**src/rtl/duplex_xfer_ctrl.sv**
```systemverilog
// duplex_xfer_ctrl: round-robin arbiter that runs one full-duplex link transfer per grant
// and uses a watchdog to reset the link and return a timeout response when a transfer hangs.
module duplex_xfer_ctrl #(
    parameter int DATA_WIDTH_BASE = 5,
    parameter int NUM_REQ = 2,
    parameter int TIMEOUT = 255,
    parameter int ABORT_CYCLES = 4,
    localparam int W = 2 ** DATA_WIDTH_BASE
) (
    input  logic                 clk,
    input  logic                 rst,
    input  logic [NUM_REQ-1:0]   req_valid,
    output logic [NUM_REQ-1:0]   req_ready,
    input  logic [NUM_REQ*W-1:0] req_wdata,
    output logic                 rsp_valid,
    input  logic                 rsp_ready,
    output logic [2:0]           rsp_id,
    output logic [W-1:0]         rsp_rdata,
    output logic                 rsp_timeout,
    output logic [1:0]           tx_cmd,
    output logic [1:0]           rx_cmd,
    output logic [W-1:0]         tx_word,
    input  logic                 tx_done,
    input  logic                 rx_done,
    input  logic [W-1:0]         rx_word,
    output logic                 link_rst_n,
    output logic                 busy
);
    typedef enum logic [2:0] {IDLE, LAUNCH, WAIT, ABORT, RESP} state_t;
    state_t state, state_nxt;
    logic [2:0] ptr, win;
    logic [7:0] vld;
    logic [7:0] timer;
    logic [3:0] acnt;
    logic [W-1:0] wsel;
    logic found, tx_seen, rx_seen;
    assign vld = 8'(req_valid);
    // Search starts just after the last served requester and wraps around.
    always_comb begin
        win = '0;
        found = 1'b0;
        wsel = '0;
        for (int k = 1; k <= NUM_REQ; k++) begin
            if (!found && vld[3'((int'(ptr) + k) % NUM_REQ)]) begin
                win = 3'((int'(ptr) + k) % NUM_REQ);
                found = 1'b1;
            end
        end
        for (int i = 0; i < NUM_REQ; i++)
            if (win == 3'(i)) wsel = req_wdata[i*W +: W];
    end
    always_comb begin
        state_nxt = state;
        case (state)
            IDLE:    state_nxt = found ? LAUNCH : IDLE;
            LAUNCH:  state_nxt = WAIT;
            WAIT:    state_nxt = ((tx_seen | tx_done) && (rx_seen | rx_done)) ? RESP :
                                 (timer + 8'd1 == 8'(TIMEOUT)) ? ABORT : WAIT;
            ABORT:   state_nxt = (acnt == 4'(ABORT_CYCLES - 1)) ? RESP : ABORT;
            RESP:    state_nxt = rsp_ready ? IDLE : RESP;
            default: state_nxt = IDLE;
        endcase
        req_ready  = (state == IDLE) ? (NUM_REQ'(found) << win) : '0;
        tx_cmd     = (state == LAUNCH) ? 2'd1 : 2'd0;
        rx_cmd     = (state == LAUNCH) ? 2'd1 : 2'd0;
        rsp_valid  = (state == RESP);
        link_rst_n = (state != ABORT);
        busy       = (state != IDLE);
    end
    always_ff @(posedge clk or negedge rst) begin
        if (!rst) begin
            state       <= IDLE;
            ptr         <= 3'(NUM_REQ - 1);
            rsp_id      <= '0;
            tx_word     <= '0;
            rsp_rdata   <= '0;
            rsp_timeout <= 1'b0;
            tx_seen     <= 1'b0;
            rx_seen     <= 1'b0;
            timer       <= '0;
            acnt        <= '0;
        end else begin
            state <= state_nxt;
            case (state)
                IDLE: if (found) begin
                    rsp_id  <= win;
                    tx_word <= wsel;
                end
                LAUNCH: begin
                    tx_seen <= 1'b0;
                    rx_seen <= 1'b0;
                    timer   <= '0;
                end
                WAIT: begin
                    tx_seen <= tx_seen | tx_done;
                    rx_seen <= rx_seen | rx_done;
                    timer   <= timer + 8'd1;
                    acnt    <= '0;
                    if (rx_done) rsp_rdata <= rx_word;
                    if (state_nxt == ABORT) begin
                        rsp_rdata   <= '0;
                        rsp_timeout <= 1'b1;
                    end
                end
                ABORT: acnt <= acnt + 4'd1;
                RESP: if (rsp_ready) begin
                    ptr         <= rsp_id;
                    rsp_timeout <= 1'b0;
                end
                default: ;
            endcase
        end
    end
endmodule

```
**config.mk**
```make
export PLATFORM = sky130hd
export DESIGN_NAME = duplex_xfer_ctrl
export DESIGN_NICKNAME = d
export VERILOG_FILES = /design/src/rtl/duplex_xfer_ctrl.sv
export SDC_FILE = /design/constraint.sdc
export NUM_CORES = 1
export LEC_CHECK = 0
export CAP_MARGIN = 20
export CORE_UTILIZATION = 37
export DETAILED_ROUTE_END_ITERATION = 8
export MAX_ROUTING_LAYER = met4
export PLACE_DENSITY_LB_ADDON = 0.1
export SLEW_MARGIN = 5
export SYNTH_ARGS = -nofsm -noshare
export SYNTH_HDL_FRONTEND = slang
export SYNTH_SLANG_ARGS = --single-unit
```
**constraint.sdc**
```tcl
create_clock -name clk -period 2.27 [get_ports clk]
set_clock_uncertainty 0.1 [all_clocks]
set_input_delay 0.681 -clock clk [delete_from_list [all_inputs] [get_ports clk]]
set_output_delay 0.681 -clock clk [all_outputs]
set_load 0.02 [all_outputs]
```
# Word level (Yosys, flattened, before mapping)

Cells that the tools add are included.

$add $sub $neg: 4
$lt $le $gt $ge: 2
Equality and inequality tests: 11
Shift operators: 1
Multiplexer cells: 29
Bitwise operators: 4
Reductions and logical operators: 14

Operator list:

| kind                | number |
|---|---|
| $mux 32             | 4 |
| $pmux 8 s2          | 1 |
| $mux 3              | 5 |
| $pmux 3 s5          | 1 |
| $mux 1              | 11 |
| $lt 2x5->1 const B  | 2 |
| $eq 3x2->1 const B  | 3 |
| $add 8x1->8 const B | 1 |
| $eq 8x8->1 const B  | 1 |
| $pmux 4 s2          | 1 |
| $reduce_bool 2->1   | 4 |
| $eq 3x1->1 const B  | 2 |
| $logic_not 3->1     | 2 |
| $pmux 1 s2          | 3 |
| $reduce_and 2->1    | 3 |
| $add 4x1->4 const B | 1 |
| $bmux 1 s2          | 2 |
| $eq 4x2->1 const B  | 1 |
| $eq 3x3->1 const B  | 1 |
| $ne 3x2->1 const B  | 1 |
| $reduce_and 3->1    | 1 |
| $reduce_bool 3->1   | 1 |
| $shl 1x3->2         | 1 |
| $add 1x1->1 const B | 2 |
| other kinds (7)     | 10 |

Register bits after elaboration: 86
Input port bits: 103
Output and inout port bits: 77
Logic and storage cells: 75

# Longest topological paths before layout

Depth in word-level cells: 14
Gate-level depth with buffers: 8
Mapped depth without buffers: 7

# Worst setup path after synthesis

Ideal clock, no wire load.

Kind: input to output
Start: input port req_valid[1]
End: output port req_ready[1]
Arrival time: 1,720 ps
Data required time: 1,489 ps
Path slack: -231 ps
Stages on the path: 4
Path buffers: 2
Path through: a21boi_0 -> and2_1 -> clkbuf_1 -> clkbuf_1

Word-level cells in the longest chain between the ends: 9
Elaborated cells between the ends (all ways): 14
Classes of those cells: 1 x shift; 11 x mux; 2 x reduce/logical

Ends and longest elaborated chain:

| item                                      | line | source |
|---|---|---|
| start: declaration                        | 12   | `input logic [NUM_REQ-1:0] req_valid,` |
| $bmux 1 s2                                | 44   | `if (!found && vld[3'((int'(ptr) + k) % NUM_REQ)]) begin` |
| $mux 1 (implied by the code) (2 in a row) | 44   |  |
| $mux 1                                    | 44   |  |
| $logic_not 1->1                           | 44   |  |
| $logic_and 1x1->1                         | 44   |  |
| $mux 1 / $mux 3 (equally long branches)   | 44   |  |
| $shl 1x3->2 *                             | 63   | `req_ready = (state == IDLE) ? (NUM_REQ'(found) << win) : '0;` |
| $mux 2 *                                  | 63   |  |
| end: declaration                          | 13   | `output logic [NUM_REQ-1:0] req_ready,` |

Mark *: on every way between the ends. The rest lies on a longest branch, timed or not. The select of a mux whose other input is x is not followed.

# Worst setup path after layout

Start: register state[2]
End: register rsp_rdata[29]

Word-level cells in the longest chain between the ends: 5
Elaborated cells between the ends (all ways): 10
Classes of those cells: 5 x eq/ne; 2 x mux; 3 x reduce/logical

Ends and longest elaborated chain:

| item                                     | line | source |
|---|---|---|
| start: declaration                       | 30   | `state_t state, state_nxt;` |
| start signal: assignment                 | 83   | `state <= state_nxt;` |
| $eq 3x3->1, or another cell as far along | 54   | `case (state)` |
| $pmux 3 s5                               | 54   |  |
| $eq 3x2->1                               | 100  | `if (state_nxt == ABORT) begin` |
| $reduce_bool 2->1 (no line)              | n/a  |  |
| $reduce_and 2->1 (no line)               | n/a  |  |
| end signal: assignment                   | 99   | `if (rx_done) rsp_rdata <= rx_word;` |
| end: declaration                         | 18   | `output logic [W-1:0] rsp_rdata,` |

Several ways; a longest one is shown, not always the timed one.
A chain may end at the register's enable or synchronous reset.

==> impl_metrics.env <==
export IMPL_critPathRequiredTime_ns=2.40
export IMPL_worst_pin_slew_ns=0.5333
export IMPL_hold_viol_final=0
export IMPL_syn_avg_cell_area_sq_um=10.90
export IMPL_finalWeightedCongestion=0.8794
export IMPL_cts_root_buf="clkbuf_8"
export IMPL_synthArstFlopShare_pct=100.0
export IMPL_nets=641
export IMPL_clk_latency_ns=0.34
export IMPL_multi_input_area_sq_um=1538
export IMPL_ys_seq_area_share_pct=55.75
export IMPL_setup_worst_path_end_class="register"
export IMPL_die_x_um=103.0
export IMPL_cp_arrival_ns=2.41
export IMPL_status="finished with violations"
export IMPL_drc=0
export IMPL_holdBufCountCts=0
export IMPL_peakVddDrop_mv=0.6555
export IMPL_synth_xor_area_share_pct=0.6965
export IMPL_finalSetupViolations=8
export IMPL_critPathLaunchType="register"
export IMPL_synth_top_family_by_area="compound AO/OA/AOI/OAI gates"
export IMPL_max_freq_ghz=0.4390
export IMPL_antenna_found_initial=0
export IMPL_die_h_um=103.0
export IMPL_r2r_setup_slack_ns=-0.008
export IMPL_synth_compound_area_share_pct=22.75
export IMPL_instances_no_fill=673
export IMPL_drt_iter0_markers=122
export IMPL_clockBufferDepth=2
export IMPL_grt_usage_pct=22.04
export IMPL_wl_per_cell_um=16.76
export IMPL_ios=180
export IMPL_critPathTopFamily="simple AND/OR/NAND/NOR gates"
export IMPL_final_layout_size_suffix_gt1_share_pct=18.15
export IMPL_dr_pass1_iters=4
export IMPL_synth_commonest_cells="dfrtp_1, nand2_1, a22oi_1"
export IMPL_start_util_pct=38.42
export IMPL_crit_type="register to register"
export IMPL_dp_cells=654
export IMPL_cts_tree="yes"
export IMPL_grt_pass1_wl_um=17220
export IMPL_synth_adder_area_share_pct=0.9950
export IMPL_slowest_stage="dfrtp_1"
export IMPL_postSynthCellCount=346
export IMPL_synth_edff_count=0
export IMPL_synth_most_common_cell="dfrtp_1"
export IMPL_setup_tns_ns=-0.03923
export IMPL_wl_um=11280
export IMPL_fin_ws_ns=-0.007840
export IMPL_period_share_pct=100.3
export IMPL_area_growth_pct=61.23
export IMPL_synthSimpleGateAreaFrac_pct=13.67
export IMPL_grt_pass1_vias=3494
export IMPL_synthMuxAreaShare_pct=0.5638
export IMPL_cts_buffers=9
export IMPL_ys_flop_type="dfrtp_1"
export IMPL_port_buffers=175
export IMPL_timing_rr_end="rsp_rdata[29]"
export IMPL_nFillCells=865
export IMPL_num_vias=3492
export IMPL_core_area_sq_um=9819
export IMPL_die_area_sq_um=10600
export IMPL_synthesis_area_sq_um=3772
export IMPL_regArea_sq_um=2103
export IMPL_hpwl_um=7934
export IMPL_fp_row_count=36
export IMPL_hold_path_class="input pin to asynchronous set/reset pin"
export IMPL_r2r_start="state[2]"
export IMPL_cts_max_level=3
export IMPL_path_cells="buf_6 -> or3b_4 -> nor4b_4 -> o31a_1 -> nand3_4 -> buf_12 -> a32o_2"
export IMPL_power_leakage_nw=2.734
export IMPL_ys_warn_count=0
export IMPL_crit_path_max_incr_delay_ns=0.41
export IMPL_grt_ovfl_total=0
export IMPL_reg2regPathDepth=7
export IMPL_timing_hold_ws_ns=0.1456
export IMPL_cp_max_fo=32
export IMPL_clkSinkCount=84
export IMPL_crit_buf_inv=2
export IMPL_synth_distinct_cells=47
export IMPL_grt_max_degree=36
export IMPL_synth_largest_area_cell="dfrtp_1"
export IMPL_drv_cap=0
export IMPL_clk_transition_reported_paths_ns=0.08
export IMPL_violations="setup timing"
export IMPL_synth_area_top_cells="dfrtp_1, a32o_2, nand2_1"
export IMPL_finalCriticalPeriod_ns=2.278
export IMPL_max_slew_margin_pct=64.45
export IMPL_utilization_pct=61.94
export IMPL_rsz0062_at_grt="yes"
export IMPL_netlist_area_leader_share_pct=55.06
export IMPL_ant_nets=0
export IMPL_fin_total_pwr_w=0.008144
export IMPL_synth_ff_latch_count=84
export IMPL_viasPerCell=5.189
export IMPL_p_per_area_nw_per_um2=1339
export IMPL_drv_slew=0
export IMPL_num_antenna_cells=0
worst reg2reg max path: stages (launching register included):
cell and delay (ns):
dfrtp_1 0.41, buf_6 0.13, or3b_4 0.41, nor4b_4 0.32, o31a_1 0.25, nand3_4 0.09, buf_12 0.18, a32o_2 0.28
flip-flops by register name, summed over array words and instances, names as in the netlist:
name / count
ptr: 1
rsp_rdata: 32
timer: 8
acnt: 4
state: 3
rsp_id: 1
rsp_timeout: 1
tx_word: 32
tx_seen: 1
rx_seen: 1
kinds of logic (layout without fill, tap and decap cells):
kind of cell | Yosys count | count (layout)
and+or+nand+nor | 112 | 112
AOI/OAI and AO/OA | 105 | 106
DFF | 84 | 84
buffers and inverters | 36 | 226
adders and majority gates | 3 | 3
xor gates and xnor gates | 3 | 3
muxes | 2 | 2
other | 1 | 4
area by class of cell:
type,count,area share (%)
Clock inverter,6,1.831
Multi-Input combinational cell,230,25.28
Timing Repair Buffer,206,33.06
Tap cell,133,2.736
Clock buffer,10,2.263
Sequential cell,84,34.58
Inverter,4,0.2469
how the worst max path moves through the flow:
stage | start | to | slack [ns] | cells past startpoint
floorplan | req_valid[1] | req_ready[1] | -0.09 | 4
global placement | req_valid[1] | req_ready[1] | -0.65 | 4
detailed placement | req_valid[1] | req_ready[1] | -0.68 | 4
CTS | state[2] | busy | -0.02 | 4
global route | state[2] | busy | -0.1 | 4
finish | state[2] | rsp_rdata[29] | -0.008 | 7
placed cells by master, fill, tap and decap left out, drive strengths merged, types with 3 or more instances in the layout:
cell type	instances
a32o	33
clkdlybuf4s50	165
bufinv	3
a21oi	9
conb	4
o21ai	16
buf	36
dfrtp	83
o31ai	3
nor2	10
nand2	79
a22oi	31
inv	4
dlygate4sd2	3
ha	3
nand3	5
clkbuf	10
a21o	3
nand2b	3
where the power goes:
part | switching [W] | internal [W] | total, W
Sequential | 0.000395 | 0.00216 | 0.00255
Clock | 0.000543 | 0.000761 | 0.00130
Combinational | 0.00216 | 0.00212 | 0.00428
timing repair:
item | 4_1_cts | 5_1_grt
setup buffers | 2 | 0
resized for setup | 33 | 6
hold endpoints to repair | 0 | 0
gates cloned | 0 | 1
pin swaps | 0 | 1
endpoints found under the setup margin | 39 | 42
stage by stage:
stage          instance area [sq um]  setup WS, ns
2_1_floorplan                   3791      -0.08693
3_3_place_gp                    5774       -0.6541
3_5_place_dp                    5774       -0.6766
4_1_cts                         6051      -0.02319
5_1_grt                         6082      -0.09693
6_report                        6082     -0.007840
metal layers:
metal / routed length (um) / vias to the layer above / track usage (%)
met5: 0 / - / -
met4: 168 / 0 / 7.042
met3: 726 / 15 / 5.695
met2: 5628 / 131 / 35.85
met1: 4759 / 1707 / 26.82
li1: - / 1639 / -
Note: power is estimated with default switching activity, not from simulation.
